--- src/rtl/tpu_pkg.sv ---
// Shared types for the TPU input feeder.
// Provides the default array geometry, the buffered row payload and the
// feeder FSM state encoding.
package tpu_pkg;

    localparam int unsigned N_DEF      = 8;
    localparam int unsigned DATA_W_DEF = 8;

    // One host beat: an activation row, a weight row and the tile-end marker.
    typedef struct packed {
        logic [N_DEF-1:0][DATA_W_DEF-1:0] data;
        logic [N_DEF-1:0][DATA_W_DEF-1:0] weight;
        logic                             last;
    } row_t;

    typedef enum logic [1:0] {
        IDLE   = 2'd0,
        STREAM = 2'd1,
        DRAIN  = 2'd2
    } feeder_state_e;

endpackage

--- src/rtl/tpu_row_fifo.sv ---
// Synchronous show-ahead FIFO for feeder rows.
// Ports:
//   clk, rst      clock, synchronous active-high reset (empties the FIFO)
//   push_i        write push_data_i when not full
//   push_data_i   entry to store
//   pop_i         drop the head entry when not empty
//   head_o        current head entry (valid while empty_o is low)
//   count_o       registered occupancy
//   full_o        registered, occupancy == DEPTH
//   empty_o       registered, occupancy == 0
module tpu_row_fifo
    import tpu_pkg::*;
#(
    parameter int unsigned DEPTH   = 4,
    parameter type         entry_t = row_t
) (
    input  logic                       clk,
    input  logic                       rst,
    input  logic                       push_i,
    input  entry_t                     push_data_i,
    input  logic                       pop_i,
    output entry_t                     head_o,
    output logic [$clog2(DEPTH+1)-1:0] count_o,
    output logic                       full_o,
    output logic                       empty_o
);

    localparam int unsigned AW = $clog2(DEPTH);
    localparam int unsigned CW = $clog2(DEPTH + 1);

    entry_t          mem_q [DEPTH];
    logic [AW-1:0]   wr_ptr_q, wr_ptr_d;
    logic [AW-1:0]   rd_ptr_q, rd_ptr_d;
    logic [CW-1:0]   count_q,  count_d;
    logic            full_q,   full_d;
    logic            empty_q,  empty_d;
    logic            push_ok;
    logic            pop_ok;

    // Push is refused when full even if a pop happens in the same cycle.
    always_comb begin
        push_ok  = push_i && !full_q;
        pop_ok   = pop_i && !empty_q;
        wr_ptr_d = wr_ptr_q;
        rd_ptr_d = rd_ptr_q;
        count_d  = count_q;
        if (push_ok) begin
            wr_ptr_d = wr_ptr_q + AW'(1);
        end
        if (pop_ok) begin
            rd_ptr_d = rd_ptr_q + AW'(1);
        end
        if (push_ok && !pop_ok) begin
            count_d = count_q + CW'(1);
        end else if (pop_ok && !push_ok) begin
            count_d = count_q - CW'(1);
        end
        full_d  = (count_d == CW'(DEPTH));
        empty_d = (count_d == '0);
    end

    // Pointer and occupancy registers.
    always_ff @(posedge clk) begin
        if (rst) begin
            wr_ptr_q <= '0;
            rd_ptr_q <= '0;
            count_q  <= '0;
            full_q   <= 1'b0;
            empty_q  <= 1'b1;
        end else begin
            wr_ptr_q <= wr_ptr_d;
            rd_ptr_q <= rd_ptr_d;
            count_q  <= count_d;
            full_q   <= full_d;
            empty_q  <= empty_d;
        end
    end

    // Storage needs no reset; the pointers define what is valid.
    always_ff @(posedge clk) begin
        if (push_ok) begin
            mem_q[wr_ptr_q] <= push_data_i;
        end
    end

    assign head_o  = mem_q[rd_ptr_q];
    assign count_o = count_q;
    assign full_o  = full_q;
    assign empty_o = empty_q;

endmodule

--- src/rtl/tpu_feeder.sv ---
// Host-side transmitter for the systolic array input interface.
// Buffers host rows, skews them so lane k lags lane 0 by k cycles, and
// forces a drain gap after each tile's last row.
// Ports:
//   clk, rst                     clock, synchronous active-high reset
//   in_valid_i/in_ready_o        host row handshake
//   in_data_i, in_weight_i       row payload, element k goes to lane k
//   in_last_i                    row closes the current tile
//   sysdata_o, sysweight_o       skewed lanes to the array
//   valid_input_o/valid_weight_o per-lane valids
//   busy_o                       tile in progress
//   tile_done_o                  one-cycle pulse at the end of drain
//   tile_rows_o                  rows in the last completed tile (saturating)
//   overrun_o                    pulses with tile_done_o if the tile overflowed
module tpu_feeder
    import tpu_pkg::*;
#(
    parameter int unsigned N          = N_DEF,
    parameter int unsigned DATA_W     = DATA_W_DEF,
    parameter int unsigned FIFO_DEPTH = 4,
    parameter int unsigned DRAIN_CYC  = 16,
    parameter int unsigned MAX_ROWS   = 256
) (
    input  logic                            clk,
    input  logic                            rst,
    input  logic                            in_valid_i,
    output logic                            in_ready_o,
    input  logic [N-1:0][DATA_W-1:0]        in_data_i,
    input  logic [N-1:0][DATA_W-1:0]        in_weight_i,
    input  logic                            in_last_i,
    output logic [N-1:0][DATA_W-1:0]        sysdata_o,
    output logic [N-1:0][DATA_W-1:0]        sysweight_o,
    output logic [N-1:0]                    valid_input_o,
    output logic [N-1:0]                    valid_weight_o,
    output logic                            busy_o,
    output logic                            tile_done_o,
    output logic [$clog2(MAX_ROWS+1)-1:0]   tile_rows_o,
    output logic                            overrun_o
);

    localparam int unsigned RW  = $clog2(MAX_ROWS + 1);
    localparam int unsigned DCW = $clog2(DRAIN_CYC + 1);
    localparam int unsigned FCW = $clog2(FIFO_DEPTH + 1);

    typedef struct packed {
        logic [N-1:0][DATA_W-1:0] data;
        logic [N-1:0][DATA_W-1:0] weight;
        logic                     last;
    } feed_row_t;

    feed_row_t                push_row;
    feed_row_t                head_row;
    logic                     fifo_full;
    logic                     fifo_empty;
    logic [FCW-1:0]           fifo_level_unused;

    feeder_state_e            state_q;
    logic [DCW-1:0]           drain_cnt_q;
    logic                     busy_q;
    logic [RW-1:0]            row_cnt_q;
    logic                     ovf_q;
    logic                     tile_done_q;
    logic [RW-1:0]            tile_rows_q;
    logic                     overrun_q;

    logic [N-1:0][DATA_W-1:0] cap_data_q;
    logic [N-1:0][DATA_W-1:0] cap_wgt_q;
    logic [N-1:0]             cap_vld_q;

    logic                     pop_c;
    logic                     row_sat_c;
    logic [RW-1:0]            row_cnt_nx_c;
    logic                     ovf_nx_c;
    logic                     finish_c;

    assign push_row.data   = in_data_i;
    assign push_row.weight = in_weight_i;
    assign push_row.last   = in_last_i;

    tpu_row_fifo #(
        .DEPTH   (FIFO_DEPTH),
        .entry_t (feed_row_t)
    ) u_fifo (
        .clk         (clk),
        .rst         (rst),
        .push_i      (in_valid_i),
        .push_data_i (push_row),
        .pop_i       (pop_c),
        .head_o      (head_row),
        .count_o     (fifo_level_unused),
        .full_o      (fifo_full),
        .empty_o     (fifo_empty)
    );

    assign in_ready_o = !fifo_full;

    // Rows leave the buffer in IDLE and STREAM only; DRAIN holds them back.
    assign pop_c = !fifo_empty && ((state_q == IDLE) || (state_q == STREAM));

    // Saturating per-tile row count; bubbles never reach it.
    assign row_sat_c    = (row_cnt_q == RW'(MAX_ROWS));
    assign row_cnt_nx_c = (pop_c && !row_sat_c) ? row_cnt_q + RW'(1) : row_cnt_q;
    assign ovf_nx_c     = ovf_q | (pop_c & row_sat_c);

    // Close the tile on the edge that brings the drain counter to zero.
    assign finish_c = ((state_q == DRAIN) && (drain_cnt_q == DCW'(1)))
                   || ((DRAIN_CYC == 1) && pop_c && head_row.last);

    // Feeder FSM with tile bookkeeping and status outputs.
    always_ff @(posedge clk) begin
        if (rst) begin
            state_q     <= IDLE;
            drain_cnt_q <= '0;
            busy_q      <= 1'b0;
            row_cnt_q   <= '0;
            ovf_q       <= 1'b0;
            tile_done_q <= 1'b0;
            tile_rows_q <= '0;
            overrun_q   <= 1'b0;
        end else begin
            tile_done_q <= 1'b0;
            overrun_q   <= 1'b0;
            if (finish_c) begin
                tile_done_q <= 1'b1;
                tile_rows_q <= row_cnt_nx_c;
                overrun_q   <= ovf_nx_c;
                row_cnt_q   <= '0;
                ovf_q       <= 1'b0;
            end else begin
                row_cnt_q   <= row_cnt_nx_c;
                ovf_q       <= ovf_nx_c;
            end
            unique case (state_q)
                IDLE, STREAM: begin
                    // An empty FIFO in STREAM simply leaves a bubble row.
                    if (pop_c && head_row.last) begin
                        state_q     <= DRAIN;
                        drain_cnt_q <= DCW'(DRAIN_CYC - 1);
                        busy_q      <= 1'b1;
                    end else if (pop_c) begin
                        state_q     <= STREAM;
                        busy_q      <= 1'b1;
                    end
                end
                DRAIN: begin
                    if (drain_cnt_q == '0) begin
                        state_q <= IDLE;
                        busy_q  <= 1'b0;
                    end else begin
                        drain_cnt_q <= drain_cnt_q - DCW'(1);
                    end
                end
                default: begin
                    state_q <= IDLE;
                    busy_q  <= 1'b0;
                end
            endcase
        end
    end

    // Common capture stage; anything not popped becomes an all-zero bubble.
    always_ff @(posedge clk) begin
        if (rst) begin
            cap_data_q <= '0;
            cap_wgt_q  <= '0;
            cap_vld_q  <= '0;
        end else if (pop_c) begin
            cap_data_q <= head_row.data;
            cap_wgt_q  <= head_row.weight;
            cap_vld_q  <= '1;
        end else begin
            cap_data_q <= '0;
            cap_wgt_q  <= '0;
            cap_vld_q  <= '0;
        end
    end

    // Diagonal skew: lane k adds k free-running stages after the capture stage.
    for (genvar k = 0; k < N; k++) begin : g_lane
        if (k == 0) begin : g_direct
            assign sysdata_o[k]      = cap_data_q[k];
            assign sysweight_o[k]    = cap_wgt_q[k];
            assign valid_input_o[k]  = cap_vld_q[k];
            assign valid_weight_o[k] = cap_vld_q[k];
        end else begin : g_chain
            logic [DATA_W-1:0] dat_q [k];
            logic [DATA_W-1:0] wgt_q [k];
            logic              vld_q [k];

            always_ff @(posedge clk) begin
                if (rst) begin
                    for (int s = 0; s < k; s++) begin
                        dat_q[s] <= '0;
                        wgt_q[s] <= '0;
                        vld_q[s] <= 1'b0;
                    end
                end else begin
                    dat_q[0] <= cap_data_q[k];
                    wgt_q[0] <= cap_wgt_q[k];
                    vld_q[0] <= cap_vld_q[k];
                    for (int s = 1; s < k; s++) begin
                        dat_q[s] <= dat_q[s-1];
                        wgt_q[s] <= wgt_q[s-1];
                        vld_q[s] <= vld_q[s-1];
                    end
                end
            end

            assign sysdata_o[k]      = dat_q[k-1];
            assign sysweight_o[k]    = wgt_q[k-1];
            assign valid_input_o[k]  = vld_q[k-1];
            assign valid_weight_o[k] = vld_q[k-1];
        end
    end

    assign busy_o      = busy_q;
    assign tile_done_o = tile_done_q;
    assign tile_rows_o = tile_rows_q;
    assign overrun_o   = overrun_q;

endmodule

--- config.mk ---
export PLATFORM = sky130hd
export DESIGN_NAME = tpu_feeder
export DESIGN_NICKNAME = d
export VERILOG_FILES = /design/src/rtl/tpu_pkg.sv /design/src/rtl/tpu_row_fifo.sv /design/src/rtl/tpu_feeder.sv
export SDC_FILE = /design/constraint.sdc
export NUM_CORES = 1
export LEC_CHECK = 0
export CAP_MARGIN = 5
export CORE_UTILIZATION = 50
export DETAILED_ROUTE_END_ITERATION = 12
export GPL_TIMING_DRIVEN = 1
export PLACE_DENSITY_LB_ADDON = 0.15
export RECOVER_POWER = 25
export SYNTH_ARGS = -nofsm -noshare
export SYNTH_HDL_FRONTEND = slang
export SYNTH_HIERARCHICAL = 1
export SYNTH_SLANG_ARGS = --single-unit
--- constraint.sdc ---
create_clock -name clk -period 13.1 [get_ports clk]
set_input_delay 2.62 -clock clk [delete_from_list [all_inputs] [get_ports clk]]
set_output_delay 2.62 -clock clk [all_outputs]
set_load 0.02 [all_outputs]
==> flow_summary.ini <==
[floorplanning]
die_area_um2 = 74620
coreArea_um2 = 72830
dieWidth_um = 273.2
io_pins = 289
placementRows = 99
start_util = 0.5048
die_h_um = 273.2

[setup_path]
crit_arrival_ns = 5.45
r2r_end = drain_cnt_q[1]
start_kind = input pin
required_ns = 13.37
critPathCaptureType = flop
critPathKind = in -> reg
r2r_cells = 6
cp_max_fo = 68
r2r_slack_ns = 9.62

[timing]
fin_skew_ns = 0.01636
worst_slew_pin_slew_ns = 1.132
slew_headroom = 0.2455
max_freq_mhz = 192.9
period_share = 0.3958
final-hold-violation-count = 0
period_needed_ns = 5.185
setup_viol_count_final = 0
tns_ns = 0
maxSlewViolCount = 0
rsz0062_at_grt = false

[placed_design]
post_dp_cell_area_um2 = 39760
dp_hpwl_um = 35260
gp_congestion = 0.7140
io_buffers = 288

[yosys]
yosysUniqueCellTypes = 47
synth.net_count = 2346
synth_warnings = 6
synth.avg_cell_area_um2 = 16.68
synth_seq_cells = 1140
yosysTopAreaCell = edfxtp_1
ys_top_cells_by_area = edfxtp_1, dfxtp_1, mux4_2
synthCells = 2204
ys_seq_area_frac = 0.7612
synth_edf_count = 516
synth_ff_type = dfxtp_1
async_flop_share = 0
syn_area_um2 = 36770
synth_top_area_share = 0.4215

[power_and_ir_drop]
seqPwrFrac = 0.509
internal-power_mw = 6.340
leakage_nw = 15.24
power_mw = 8.145
power_density_nw_per_um2 = 187.0
pwr-share-comb = 0.102
p_sw_mw = 1.805
clkPwrFrac = 0.389
p_sw_frac = 0.2216
ir_worst_vdd_uv = 118.3

[routing]
first_iter_violations = 978
drc_errors = 0
routed_wl_um = 61980
vias = 16740
post_drt_wl_per_cell_um = 17.79
vias_per_cell = 4.806
drt_pass1_iterations = 4
ant_nets = 0

[global_routing]
grt_pass1_wl_um = 96100
overflow = 0
grt_pass1_vias = 17070
antenna_found_initial = 35
globalRouteTotalUtil = 0.1679
grt_max_degree = 142

[clocking]
root_buffer = clkbuf_16
cts_tree = done
cts_setup_buffers = 0
ctsLongestPathBuffers = 3
cts-hold-fix-buffers = 0
clkLatencyLatePin_ns = 0.67
clock_sinks = 1140
cts_htree_levels = 3
cts-buffers-inserted = 110
path_clk_slew_ns = 0.06
ctsResizeCount = 0

[layout]
fin_nets = 2565
drive_gt1_frac = 0.1365
area_delta_synth_final_pct = 18.45
n_fill_cell = 5474
final_area_um2 = 43550

[hold_path]
hold_depth = 1
min_from = g_lane[2].g_chain.wgt_q[0][5]
hold-path-endpoint = g_lane[2].g_chain.wgt_q[0][13]
hp-class = reg -> reg

[outcome]
status = complete, no violations

[job]
max-cap-violations = 0
## placed cells by master (no fill, tap or decap), types with 7 or more instances in the layout
cell and count:
a211oi_1 10, a21oi_1 12, and2_1 131, buf_4 16, clkbuf_1 19, clkbuf_16 116, clkbuf_8 25, clkdlybuf4s50_1 173
clkinv_1 7, clkinv_2 23, dfxtp_1 622, dlygate4sd3_1 114, edfxtp_1 516, ha_1 10, inv_1 11, mux4_2 129
nand2_1 10, nor2_1 31, nor2b_1 457, nor3_1 7, xor2_1 7
## power by group through the flow
stage | combinational, mW | clock [mW] | sequential (mW)
final | 0.833 | 3.17 | 4.14
after detailed placement | 0.861 | 0 | 4.22
after global routing | 0.912 | 3.41 | 4.17
after CTS | 0.865 | 3.25 | 4.15
after floorplan | 0.657 | 0 | 4.20
after global placement | 0.848 | 0 | 4.21
## flip-flops by register name, indices dropped and copies added (netlist names), 9 cells and up, named ones only
name,cells
u_fifo/mem_q,516
g_lane.g_chain.dat_q,224
g_lane.g_chain.wgt_q,224
cap_data_q,56
cap_wgt_q,56
row_cnt_q,9
tile_rows_o,9
## synthesized netlist by cell type (2+ instances only)
| cell | number |
|---|---|
| buf_4 | 100 |
| nand2b_1 | 4 |
| buf_1 | 3 |
| clkbuf_1 | 66 |
| inv_1 | 11 |
| nor4_1 | 2 |
| nand4_1 | 2 |
| buf_2 | 13 |
| o21ai_0 | 2 |
| nor2_1 | 31 |
| a21oi_1 | 12 |
| nand3b_1 | 2 |
| xnor2_1 | 5 |
| buf_6 | 14 |
| dfxtp_1 | 624 |
| nor3_1 | 8 |
| edfxtp_1 | 516 |
| nor2b_1 | 457 |
| xor2_1 | 7 |
| mux4_2 | 129 |
| and3_1 | 2 |
| nor4b_1 | 3 |
| nand2_1 | 10 |
| a211oi_1 | 10 |
| nand3_1 | 6 |
| ha_1 | 10 |
| and2_1 | 135 |
## cell type report
type	count	area [um^2]	area share
Antenna cell	5	12.51	0.0002873
Inverter	11	41.29	0.0009481
Clock buffer	161	3323	0.07631
Tap cell	959	1200	0.02755
Clock inverter	48	455.4	0.01046
Sequential cell	1140	27990	0.6428
Timing Repair Buffer	304	3008	0.06907
Multi-Input combinational cell	856	7515	0.1726
## how the worst max path moves through the flow
stage / slack (ns) / cells after the start / end / startpoint
6_report: 7.92 / 4 / u_fifo/mem_q[1][84] / in_valid_i
5_1_grt: 7.76 / 4 / u_fifo/mem_q[0][100] / in_valid_i
4_1_cts: 7.89 / 4 / u_fifo/mem_q[0][74] / in_valid_i
3_5_place_dp: 7.19 / 4 / u_fifo/mem_q[0][79] / in_valid_i
3_3_place_gp: 7.17 / 4 / u_fifo/mem_q[0][79] / in_valid_i
2_1_floorplan: 6.66 / 3 / u_fifo/mem_q[0][0] / in_valid_i
## through the flow
stage | worst slack (ns) | utilization | hold WS, ns | cells
after floorplan | 6.660 | - | 0.4138 | 2204
after global placement | 7.170 | 0.5459 | 0.4155 | 3270
after detailed placement | 7.194 | 0.5459 | 0.4204 | 3270
after CTS | 7.890 | 0.5977 | 0.4212 | 3479
after global routing | 7.762 | 0.5979 | 0.4436 | 3483
final | 7.915 | 0.5979 | 0.4246 | 3484
## critical path: stages
cell and delay (ns):
clkdlybuf4s50_1 0.50, nor2b_4 0.40, and2_4 0.82, buf_4 0.96
## cell families after synthesis
group                      share of synthesized area
AOI/OAI and AO/OA                           0.005922
xor gates and xnor gates                    0.003301
adders and majority gates                   0.003403
buffers and inverters                        0.03478
DFF                                           0.7612
muxes                                        0.07929
and+or+nand+nor                               0.1121
## metal layers
layer / part of all wire / GRT usage / vias up / routed length, um
li1: - / - / 8004 / -
met1: 0.42 / 0.2084 / 8246 / 26010
met2: 0.50 / 0.2827 / 334 / 31190
met3: 0.052 / 0.04349 / 138 / 3244
met4: 0.022 / 0.06189 / 22 / 1394
met5: 0.0023 / 0 / - / 142
Power figures use the tool's default switching activity.
